<file path="config.mk">
export PLATFORM = sky130hd
export DESIGN_NAME = hdmi_tmds_timing_encoder
export DESIGN_NICKNAME = d
export VERILOG_FILES = /design/src/rtl/hdmi_tmds_timing_encoder.sv
export SDC_FILE = /design/constraint.sdc
export NUM_CORES = 1
export LEC_CHECK = 0
export BUFFER_PORTS_ARGS = -buffer_cell sky130_fd_sc_hd__buf_2
export CAP_MARGIN = 25
export CORE_UTILIZATION = 65
export CTS_BUF_LIST = sky130_fd_sc_hd__clkbuf_4
export DETAILED_ROUTE_END_ITERATION = 16
export PLACE_DENSITY_LB_ADDON = 0.25
export SETUP_SLACK_MARGIN = 0.05
export SYNTH_ARGS = -nofsm -noshare
export SYNTH_HDL_FRONTEND = slang
export SYNTH_SLANG_ARGS = --single-unit
</file>
<file path="constraint.sdc">
create_clock -name pixclk -period 7.75 [get_ports pixclk]
set_clock_uncertainty 0.2 [all_clocks]
set_input_delay 0 -clock pixclk [delete_from_list [all_inputs] [get_ports pixclk]]
set_output_delay 0 -clock pixclk [all_outputs]
set_load 0.1 [all_outputs]
</file>
<file path="src/rtl/hdmi_tmds_timing_encoder.sv">
// Parametrised video timing generator with look-ahead pixel requests, a sync/DE
// alignment pipeline matching the pixel source latency, and three DVI 1.0 TMDS
// channel encoders feeding an external 10:1 serializer.
module hdmi_tmds_timing_encoder #(
  parameter int unsigned H_ACTIVE = 800,
  parameter int unsigned H_FP     = 40,
  parameter int unsigned H_SYNC   = 128,
  parameter int unsigned H_BP     = 88,
  parameter int unsigned V_ACTIVE = 600,
  parameter int unsigned V_FP     = 1,
  parameter int unsigned V_SYNC   = 4,
  parameter int unsigned V_BP     = 23,
  parameter bit          HS_POL   = 1'b1,
  parameter bit          VS_POL   = 1'b1,
  parameter int unsigned REQ_LEAD = 1,
  parameter int unsigned CW       = 11
) (
  input  logic          pixclk,
  input  logic          reset,
  input  logic          enable,
  input  logic [7:0]    red,
  input  logic [7:0]    green,
  input  logic [7:0]    blue,
  output logic          pix_req,
  output logic [CW-1:0] pix_x,
  output logic [CW-1:0] pix_y,
  output logic          frame_start,
  output logic          de,
  output logic          hsync,
  output logic          vsync,
  output logic [9:0]    tmds_r,
  output logic [9:0]    tmds_g,
  output logic [9:0]    tmds_b
);

  localparam int unsigned H_TOTAL = H_ACTIVE + H_FP + H_SYNC + H_BP;
  localparam int unsigned V_TOTAL = V_ACTIVE + V_FP + V_SYNC + V_BP;
  // Thresholds carry one extra bit so a boundary equal to the total still fits.
  localparam int unsigned CWX = CW + 1;

  localparam logic [CW-1:0] HLast   = CW'(H_TOTAL - 1);
  localparam logic [CW-1:0] VLast   = CW'(V_TOTAL - 1);
  localparam logic [CW:0]   HActEnd = CWX'(H_ACTIVE);
  localparam logic [CW:0]   VActEnd = CWX'(V_ACTIVE);
  localparam logic [CW:0]   HsStart = CWX'(H_ACTIVE + H_FP);
  localparam logic [CW:0]   HsEnd   = CWX'(H_ACTIVE + H_FP + H_SYNC);
  localparam logic [CW:0]   VsStart = CWX'(V_ACTIVE + V_FP);
  localparam logic [CW:0]   VsEnd   = CWX'(V_ACTIVE + V_FP + V_SYNC);

  localparam logic [9:0] Ctrl00 = 10'b1101010100;
  localparam logic [9:0] Ctrl01 = 10'b0010101011;
  localparam logic [9:0] Ctrl10 = 10'b0101010100;
  localparam logic [9:0] Ctrl11 = 10'b1010101011;

  typedef enum logic [0:0] {StIdle, StRun} state_e;

  // cd = {vsync, hsync}
  function automatic logic [9:0] ctrl_code(input logic [1:0] cd);
    logic [9:0] c;
    case (cd)
      2'b00:   c = Ctrl00;
      2'b01:   c = Ctrl01;
      2'b10:   c = Ctrl10;
      default: c = Ctrl11;
    endcase
    return c;
  endfunction

  function automatic logic [3:0] ones8(input logic [7:0] v);
    logic [3:0] n;
    n = '0;
    for (int i = 0; i < 8; i++) n = n + {3'b000, v[i]};
    return n;
  endfunction

  // Returns {next_disparity[4:0], symbol[9:0]} for one active pixel.
  function automatic logic [14:0] tmds_encode(input logic [7:0] d, input logic signed [4:0] cnt);
    logic [3:0]        n1d;
    logic [3:0]        n1q;
    logic              use_xnor;
    logic [8:0]        qm;
    logic signed [4:0] n1;
    logic signed [4:0] n0;
    logic signed [4:0] cnt_n;
    logic [9:0]        q;
    n1d      = ones8(d);
    use_xnor = (n1d > 4'd4) || ((n1d == 4'd4) && !d[0]);
    qm[0]    = d[0];
    for (int i = 1; i < 8; i++) begin
      qm[i] = use_xnor ? ~(qm[i-1] ^ d[i]) : (qm[i-1] ^ d[i]);
    end
    qm[8] = ~use_xnor;
    n1q   = ones8(qm[7:0]);
    n1    = signed'({1'b0, n1q});
    n0    = 5'sd8 - n1;
    if ((cnt == 5'sd0) || (n1 == n0)) begin
      q     = {~qm[8], qm[8], (qm[8] ? qm[7:0] : ~qm[7:0])};
      cnt_n = qm[8] ? (cnt + (n1 - n0)) : (cnt + (n0 - n1));
    end else if (((cnt > 5'sd0) && (n1 > n0)) || ((cnt < 5'sd0) && (n0 > n1))) begin
      q     = {1'b1, qm[8], ~qm[7:0]};
      cnt_n = cnt + (qm[8] ? 5'sd2 : 5'sd0) + (n0 - n1);
    end else begin
      q     = {1'b0, qm[8], qm[7:0]};
      cnt_n = cnt - (qm[8] ? 5'sd0 : 5'sd2) + (n1 - n0);
    end
    return {cnt_n, q};
  endfunction

  state_e        state_q, state_d;
  logic [CW-1:0] cx_q, cx_d;
  logic [CW-1:0] cy_q, cy_d;
  logic [CW:0]   cx_ext, cy_ext;
  logic          run, de_raw, hs_raw, vs_raw;

  logic          pix_req_q, frame_start_q;
  logic [CW-1:0] pix_x_q, pix_y_q;
  // Bit 0 lines up with pix_req, bit REQ_LEAD with the returned pixel data.
  logic [REQ_LEAD:0] de_pipe_q, hs_pipe_q, vs_pipe_q;

  logic              de_al, hs_lvl, vs_lvl;
  logic [14:0]       enc_r, enc_g, enc_b;
  logic [9:0]        tmds_r_d, tmds_g_d, tmds_b_d;
  logic [9:0]        tmds_r_q, tmds_g_q, tmds_b_q;
  logic signed [4:0] disp_r_d, disp_g_d, disp_b_d;
  logic signed [4:0] disp_r_q, disp_g_q, disp_b_q;
  logic              de_q, hsync_q, vsync_q;

  // Run/stop control and raster counters; a stop request only takes at frame end
  always_comb begin
    state_d = state_q;
    cx_d    = cx_q;
    cy_d    = cy_q;
    case (state_q)
      StIdle: begin
        cx_d = '0;
        cy_d = '0;
        if (enable) state_d = StRun;
      end
      StRun: begin
        if (cx_q == HLast) begin
          cx_d = '0;
          if (cy_q == VLast) begin
            cy_d = '0;
            if (!enable) state_d = StIdle;
          end else begin
            cy_d = cy_q + 1'b1;
          end
        end else begin
          cx_d = cx_q + 1'b1;
        end
      end
      default: state_d = StIdle;
    endcase
  end

  // State and counter registers
  always_ff @(posedge pixclk or posedge reset) begin
    if (reset) begin
      state_q <= StIdle;
      cx_q    <= '0;
      cy_q    <= '0;
    end else begin
      state_q <= state_d;
      cx_q    <= cx_d;
      cy_q    <= cy_d;
    end
  end

  // Raster decode at the request point; everything is blank while idle
  always_comb begin
    run    = (state_q == StRun);
    cx_ext = {1'b0, cx_q};
    cy_ext = {1'b0, cy_q};
    de_raw = run && (cx_ext < HActEnd) && (cy_ext < VActEnd);
    hs_raw = run && (cx_ext >= HsStart) && (cx_ext < HsEnd);
    vs_raw = run && (cy_ext >= VsStart) && (cy_ext < VsEnd);
  end

  // Pixel request outputs and the timing delay line towards the encoder
  always_ff @(posedge pixclk or posedge reset) begin
    if (reset) begin
      pix_req_q     <= 1'b0;
      pix_x_q       <= '0;
      pix_y_q       <= '0;
      frame_start_q <= 1'b0;
      de_pipe_q     <= '0;
      hs_pipe_q     <= '0;
      vs_pipe_q     <= '0;
    end else begin
      pix_req_q     <= de_raw;
      pix_x_q       <= cx_q;
      pix_y_q       <= cy_q;
      frame_start_q <= de_raw && (cx_q == '0) && (cy_q == '0);
      de_pipe_q     <= {de_pipe_q[REQ_LEAD-1:0], de_raw};
      hs_pipe_q     <= {hs_pipe_q[REQ_LEAD-1:0], hs_raw};
      vs_pipe_q     <= {vs_pipe_q[REQ_LEAD-1:0], vs_raw};
    end
  end

  // Encoder next symbols: data coding when active, control codes otherwise
  always_comb begin
    de_al  = de_pipe_q[REQ_LEAD];
    hs_lvl = hs_pipe_q[REQ_LEAD] ^ ~HS_POL;
    vs_lvl = vs_pipe_q[REQ_LEAD] ^ ~VS_POL;
    enc_r  = tmds_encode(red, disp_r_q);
    enc_g  = tmds_encode(green, disp_g_q);
    enc_b  = tmds_encode(blue, disp_b_q);
    tmds_r_d = Ctrl00;
    tmds_g_d = Ctrl00;
    tmds_b_d = ctrl_code({vs_lvl, hs_lvl});
    disp_r_d = '0;
    disp_g_d = '0;
    disp_b_d = '0;
    if (de_al) begin
      tmds_r_d = enc_r[9:0];
      tmds_g_d = enc_g[9:0];
      tmds_b_d = enc_b[9:0];
      disp_r_d = enc_r[14:10];
      disp_g_d = enc_g[14:10];
      disp_b_d = enc_b[14:10];
    end
  end

  // Encoder output and running-disparity registers
  always_ff @(posedge pixclk or posedge reset) begin
    if (reset) begin
      de_q     <= 1'b0;
      hsync_q  <= ~HS_POL;
      vsync_q  <= ~VS_POL;
      tmds_r_q <= Ctrl00;
      tmds_g_q <= Ctrl00;
      tmds_b_q <= ctrl_code({~VS_POL, ~HS_POL});
      disp_r_q <= '0;
      disp_g_q <= '0;
      disp_b_q <= '0;
    end else begin
      de_q     <= de_al;
      hsync_q  <= hs_lvl;
      vsync_q  <= vs_lvl;
      tmds_r_q <= tmds_r_d;
      tmds_g_q <= tmds_g_d;
      tmds_b_q <= tmds_b_d;
      disp_r_q <= disp_r_d;
      disp_g_q <= disp_g_d;
      disp_b_q <= disp_b_d;
    end
  end

  assign pix_req     = pix_req_q;
  assign pix_x       = pix_x_q;
  assign pix_y       = pix_y_q;
  assign frame_start = frame_start_q;
  assign de          = de_q;
  assign hsync       = hsync_q;
  assign vsync       = vsync_q;
  assign tmds_r      = tmds_r_q;
  assign tmds_g      = tmds_g_q;
  assign tmds_b      = tmds_b_q;

endmodule

</file>
==> impl_metrics.env, run 1 <==
export IMPL_diodes=0
export IMPL_hold_viol=0
export IMPL_crit_required_ns=7.95
export IMPL_crit_type="input port to flip-flop"
export IMPL_synth_seq_cells=100
export IMPL_end_kind="flip-flop"
export IMPL_crit_path_max_incr_delay_ns=0.58
export IMPL_hold_class="input port to flip-flop"
export IMPL_crit_arrival_ns=7.70
export IMPL_ios=84
export IMPL_wl_per_cell_um=16.9
export IMPL_min_period_ns=7.51
export IMPL_clock_sinks=100
export IMPL_cts_root_buf="clkbuf_4"
export IMPL_die_w_um=110
export IMPL_row_count=39
export IMPL_holdWs_ns=0.0459
export IMPL_wirelength_um=18000
export IMPL_synth_seq_area_share=0.333
export IMPL_drt_initial_drc_count=388
export IMPL_gp_congestion=0.905
export IMPL_tns_ns=0
export IMPL_crit_path_start_kind="input port"
export IMPL_maxSlewHeadroom=0.413
export IMPL_detailed_place_hpwl_um=12600
export IMPL_ff_latch_area_um2=2520
export IMPL_numCtsBuffers=9
export IMPL_dr_pass1_iters=5
export IMPL_critPathSlowestCell="fa_1"
export IMPL_yosysUniqueCellTypes=59
export IMPL_min_period_over_period=0.968
export IMPL_multi_input_area_um2=4820
export IMPL_cp_max_fo=3
export IMPL_syn_area_um2=7570
export IMPL_tightest_slew_ns=0.880
export IMPL_max_cap_violations=0
export IMPL_clock_path_buffers=2
export IMPL_antenna_left=0
export IMPL_start_util=0.666
export IMPL_syn_num_nets=911
export IMPL_synth_area_leader_cell="dfrtp_1"
export IMPL_clk_latency_ns=0.48
export IMPL_first_global_vias=6130
export IMPL_grt_pass1_wl_um=28500
export IMPL_slew_violations=0
export IMPL_design_area_um2=9110
export IMPL_outcome="complete, no violations"
export IMPL_drive_gt1_frac=0.252
export IMPL_path_clk_slew_ns=0.19
export IMPL_die_y_um=110
export IMPL_drc_errors=0
export IMPL_routed_via_density=5.64
export IMPL_synthToLayoutAreaGrowth_pct=20.5
export IMPL_synthDominantCellAreaShare=0.281
export IMPL_antenna_found_initial=0
export IMPL_synth_ff_type="dfrtp_1"
export IMPL_grt_start_max_net_pins=74
export IMPL_yosysWarnings=0
export IMPL_rsz0062_at_grt="yes"
export IMPL_io_buffers=83
export IMPL_setup_viol=0
export IMPL_die_area_um2=12100
export IMPL_post_dp_cell_area_um2=8480
export IMPL_grt_usage=0.309
export IMPL_syn_inst=776
export IMPL_vias=6001
export IMPL_nets=1051
export IMPL_synth_area_per_cell_um2=9.75
export IMPL_grt_overflow=0
export IMPL_synthTopCellsByArea="dfrtp_1, ha_1, fa_1"
export IMPL_synth_edf_count=0
export IMPL_cp_common_cell="fa_1"
export IMPL_fmax_ghz=0.133
export IMPL_cts_tree="yes"
export IMPL_synthArstFlopShare=1.00
export IMPL_nFillCells=687
export IMPL_h_tree_depth=3
export IMPL_core_area_um2=11400
-- Yosys cell counts, drive strengths merged, types with 3 or more instances --
library cell	count
nor4	4
nor4b	3
xnor2	75
o22ai	6
o31ai	4
nor3	10
inv	114
nor2b	7
dfstp	15
and2	6
mux2	4
o21ai	32
and3	7
nand4	8
or3	6
clkbuf	20
nand2b	5
a211oi	10
xor2	33
ha	72
nand2	49
mux2i	10
nor2	57
nand3	10
nor3b	6
fa	36
a21o	11
dfrtp	85
a31oi	5
a21oi	41
-- timing repair --
item / in CTS / in global routing
endpoints found under the hold margin: 118 / 0
buffers inserted: 0 / 10
gates resized for setup: 0 / 27
hold buffers: 26 / 0
setup endpoints to repair: 0 / 11
-- cell type report --
| type | count | share of cell area |
|---|---|---|
| multi-input combinational | 541 | 0.529 |
| sequential | 100 | 0.277 |
| timing repair buffer | 150 | 0.108 |
| inverter | 114 | 0.0479 |
| tap | 143 | 0.0196 |
| clock inverter | 7 | 0.0115 |
| clock buffer | 9 | 0.00741 |
-- cells by family after synthesis --
| group | count (synthesis) | synth area share |
|---|---|---|
| simple gates | 184 | 0.118 |
| flops | 100 | 0.333 |
| mux | 14 | 0.0208 |
| fa+ha+maj | 108 | 0.214 |
| xor+xnor | 109 | 0.136 |
| buf+inv | 135 | 0.0680 |
| compound gates | 126 | 0.110 |
-- cells in the final DEF (no fill, tap or decap), types with 8 or more instances in the layout --
cell,n
xor2_1,26
nand4_1,8
o21ai_0,30
mux2i_1,9
nand2_1,48
inv_1,102
dfstp_2,15
a21o_1,11
dfrtp_1,85
a211oi_1,9
xnor2_1,62
buf_4,42
fa_1,29
nand3_1,10
xnor2_2,12
ha_1,64
dlygate4sd3_1,26
inv_2,9
a21oi_1,37
nor3_1,9
nor2_1,55
clkbuf_4,9
buf_2,82
-- metal layers --
layer	track usage	up-vias	wire length (um)	part of all wire
met1	0.384	2950	7280	0.41
met5	0	-	0	0
li1	-	2816	-	-
met4	0.132	0	435	0.024
met2	0.539	193	9470	0.53
met3	0.0421	42	766	0.043
-- sequential cells by signal, indices dropped and copies added, names as in the netlist, 2 cells and up --
| register | cells |
|---|---|
| cx_q | 11 |
| cy_q | 11 |
| pix_x | 11 |
| pix_y | 11 |
| tmds_b | 10 |
| tmds_g | 10 |
| tmds_r | 10 |
| disp_b_q | 5 |
| disp_g_q | 5 |
| disp_r_q | 5 |
| de_pipe_q | 2 |
| hs_pipe_q | 2 |
| vs_pipe_q | 2 |
-- path summary, 6_finish.rpt --
kind	start	to	slack, ns	cells past startpoint
min in group asynchronous	reset	tmds_b[1]	0.42	4
worst max-delay path	blue[6]	disp_b_q[4]	0.24	32
max in group asynchronous	reset	pix_x[8]	5.69	5
worst min-delay path	red[5]	tmds_r[6]	0.05	6
worst min register to register	hs_pipe_q[0]	hs_pipe_q[1]	0.16	0
worst max register to register	disp_b_q[1]	disp_b_q[4]	4.97	11
-- critical path: cells and delay by family --
kind	cells	cell delay (ns)
simple gates	3	0.71
xor+xnor	5	0.65
compound gates	4	0.60
buf+inv	7	0.98
fa+ha+maj	13	4.73
-- metrics by stage --
stage               cells   util  setup slack [ns]
finish               1064  0.802             0.245
global route         1064  0.802           -0.0259
CTS                  1054  0.784             0.170
detailed placement   1012  0.746            -0.282
global placement     1012  0.746          -0.00534
floorplan             776      -            -0.220
Power of run 1 is not shown: default switching activity piles up to over one toggle a cycle in this logic, so the estimate is an artifact.
==> inputs of run 2 (changes only) <==
--- a/config.mk
+++ b/config.mk
@@ -7,7 +7,7 @@
 export LEC_CHECK = 0
 export BUFFER_PORTS_ARGS = -buffer_cell sky130_fd_sc_hd__buf_2
 export CAP_MARGIN = 25
-export CORE_UTILIZATION = 65
+export CORE_UTILIZATION = 56
 export CTS_BUF_LIST = sky130_fd_sc_hd__clkbuf_4
 export DETAILED_ROUTE_END_ITERATION = 16
 export PLACE_DENSITY_LB_ADDON = 0.25
==> constraint.sdc (replaced) <==
create_clock -name pixclk -period 6.4 [get_ports pixclk]
set_clock_uncertainty 0.2 [all_clocks]
set_input_delay 0.96 -clock pixclk [delete_from_list [all_inputs] [get_ports pixclk]]
set_output_delay 0.96 -clock pixclk [all_outputs]
set_load 0.1 [all_outputs]
==> run 2 against run 1 <==
The run now ends with negative setup slack left. Sequential share of layout area shrank 4.0 points. First-iteration DRC count increased by 54%. Register-to-register slack got worse by 1.5 ns. Design area is 17% higher. Worst hold slack gained 0.12 ns. Via count grew 19%. Final cell count grew 15%. Clock-buffer cell count stayed put. Global-route usage rose by 0.92 points.
==> impl_metrics.env, run 2 (synthesis results as in run 1) <==
export IMPL_outcome="finished with violations"
export IMPL_violations="negative setup slack"
export IMPL_antenna_left=0
export IMPL_hold_viol=0
export IMPL_layout_commonest_cell="buf_4"
export IMPL_rr_startpoint="disp_b_q[1]"
export IMPL_grt_util_met2=0.567
export IMPL_hold_class="flip-flop to flip-flop"
export IMPL_ios=84
export IMPL_min_from="hs_pipe_q[0]"
export IMPL_grt_usage=0.318
export IMPL_nFillCells=711
export IMPL_rsz0062_at_grt="yes"
export IMPL_start_util=0.574
export IMPL_grt_pass1_wl_um=35100
export IMPL_wl_per_cell_um=19.9
export IMPL_first_global_vias=7242
export IMPL_fmax_ghz=0.117
export IMPL_io_buffers=83
export IMPL_drive_gt1_frac=0.433
export IMPL_crit_arrival_ns=8.76
export IMPL_synthToLayoutAreaGrowth_pct=41.0
export IMPL_antenna_found_initial=1
export IMPL_routed_via_density=5.82
export IMPL_numCtsBuffers=9
export IMPL_cp_common_cell="buf_4"
export IMPL_min_period_over_period=1.34
export IMPL_clock_path_buffers=2
export IMPL_row_count=42
export IMPL_path_clk_slew_ns=0.18
export IMPL_grt_busiest_layer="met2"
export IMPL_drc_errors=0
export IMPL_layout_common_cells="buf_4, inv_1, dfrtp_1, buf_2, ha_1"
export IMPL_maxSlewHeadroom=0.276
export IMPL_cts_root_buf="clkbuf_4"
export IMPL_crit_path_start_kind="input port"
export IMPL_die_y_um=118
export IMPL_grt_start_max_net_pins=74
export IMPL_dr_pass1_iters=6
export IMPL_clk_latency_ns=0.52
export IMPL_fin_ws_ns=-2.15
export IMPL_clock_sinks=100
export IMPL_detailed_place_hpwl_um=13600
export IMPL_nets=1178
export IMPL_crit_path_max_incr_delay_ns=0.53
export IMPL_place_ws_ns=-2.61
export IMPL_slew_violations=0
export IMPL_crit_type="input port to flip-flop"
export IMPL_die_area_um2=14000
export IMPL_grt_overflow=0
export IMPL_crit_required_ns=6.61
export IMPL_vias=7129
export IMPL_cp_max_fo=2
export IMPL_critPathSlowestCell="fa_1"
export IMPL_h_tree_depth=3
export IMPL_drt_initial_drc_count=599
export IMPL_tightest_slew_ns=1.08
export IMPL_max_cap_violations=0
export IMPL_die_w_um=118
export IMPL_wirelength_um=24400
export IMPL_gp_congestion=0.901
export IMPL_core_area_um2=13200
export IMPL_cp_top_family="adder cells"
export IMPL_critPathBufInv=28
export IMPL_startpoint="blue[0]"
export IMPL_setup_viol=39
export IMPL_cts_tree="yes"
export IMPL_end_kind="flip-flop"
export IMPL_postCtsHoldBufs=0
export IMPL_use_met1=0.367
export IMPL_min_period_ns=8.55
export IMPL_grtUsageMet3=0.0555
run 2: cell count changes in the layout (fill, tap and decap cells not counted), moves of 13 or more:
cell           before  now
buf_4              42  167
dlygate4sd3_1      26    0
buf_6               0   25
xnor2_1            62   45
xnor2_2            12   25
run 2: routing by layer:
metal | routed length (um) | share of wire | vias to the layer above
li1 | - | - | 3065
met1 | 8770 | 0.36 | 3527
met2 | 12500 | 0.51 | 394
met3 | 1560 | 0.064 | 143
met4 | 1530 | 0.063 | 0
met5 | 0 | 0 | -
run 2: final timing paths:
path	endpoint	slack, ns	cells after the start
min in group asynchronous	cy_q[10]	0.18	2
min	hs_pipe_q[1]	0.17	0
max	disp_b_q[4]	-2.15	45
max reg2reg	disp_b_q[4]	3.43	11
min reg2reg	hs_pipe_q[1]	0.17	0
max in group asynchronous	tmds_r[0]	4.59	3
run 2: metrics by stage:
step	TNS [ns]	cells	hold WS [ns]	instance area, um2	util
after floorplan	-67.80	776	0.131	7880	-
after global placement	-69.30	1152	0.135	9440	0.716
after detailed placement	-77.39	1152	0.136	9440	0.716
after CTS	-53.55	1210	0.175	10300	0.779
after global routing	-67.24	1225	0.196	10700	0.809
final	-59.55	1225	0.170	10700	0.809
run 2: final cells by class:
class	count	area (um2)	area share
inverters	114	447	0.0419
well taps	176	220	0.0206
repair buffers	277	2040	0.191
multi-input cells	541	5300	0.497
diodes	1	2.50	0.000235
clock buffers	9	67.6	0.00633
clock inverters	7	68.8	0.00645
flip-flops and latches	100	2520	0.236
run 2: timing repair:
item / 4_1_cts / 5_1_grt
gates resized for setup: 83 / 48
buffers inserted: 43 / 17
pin swaps: 66 / 26
endpoints found under the setup margin: 39 / 39
Power of run 2 is left out for the same reason.
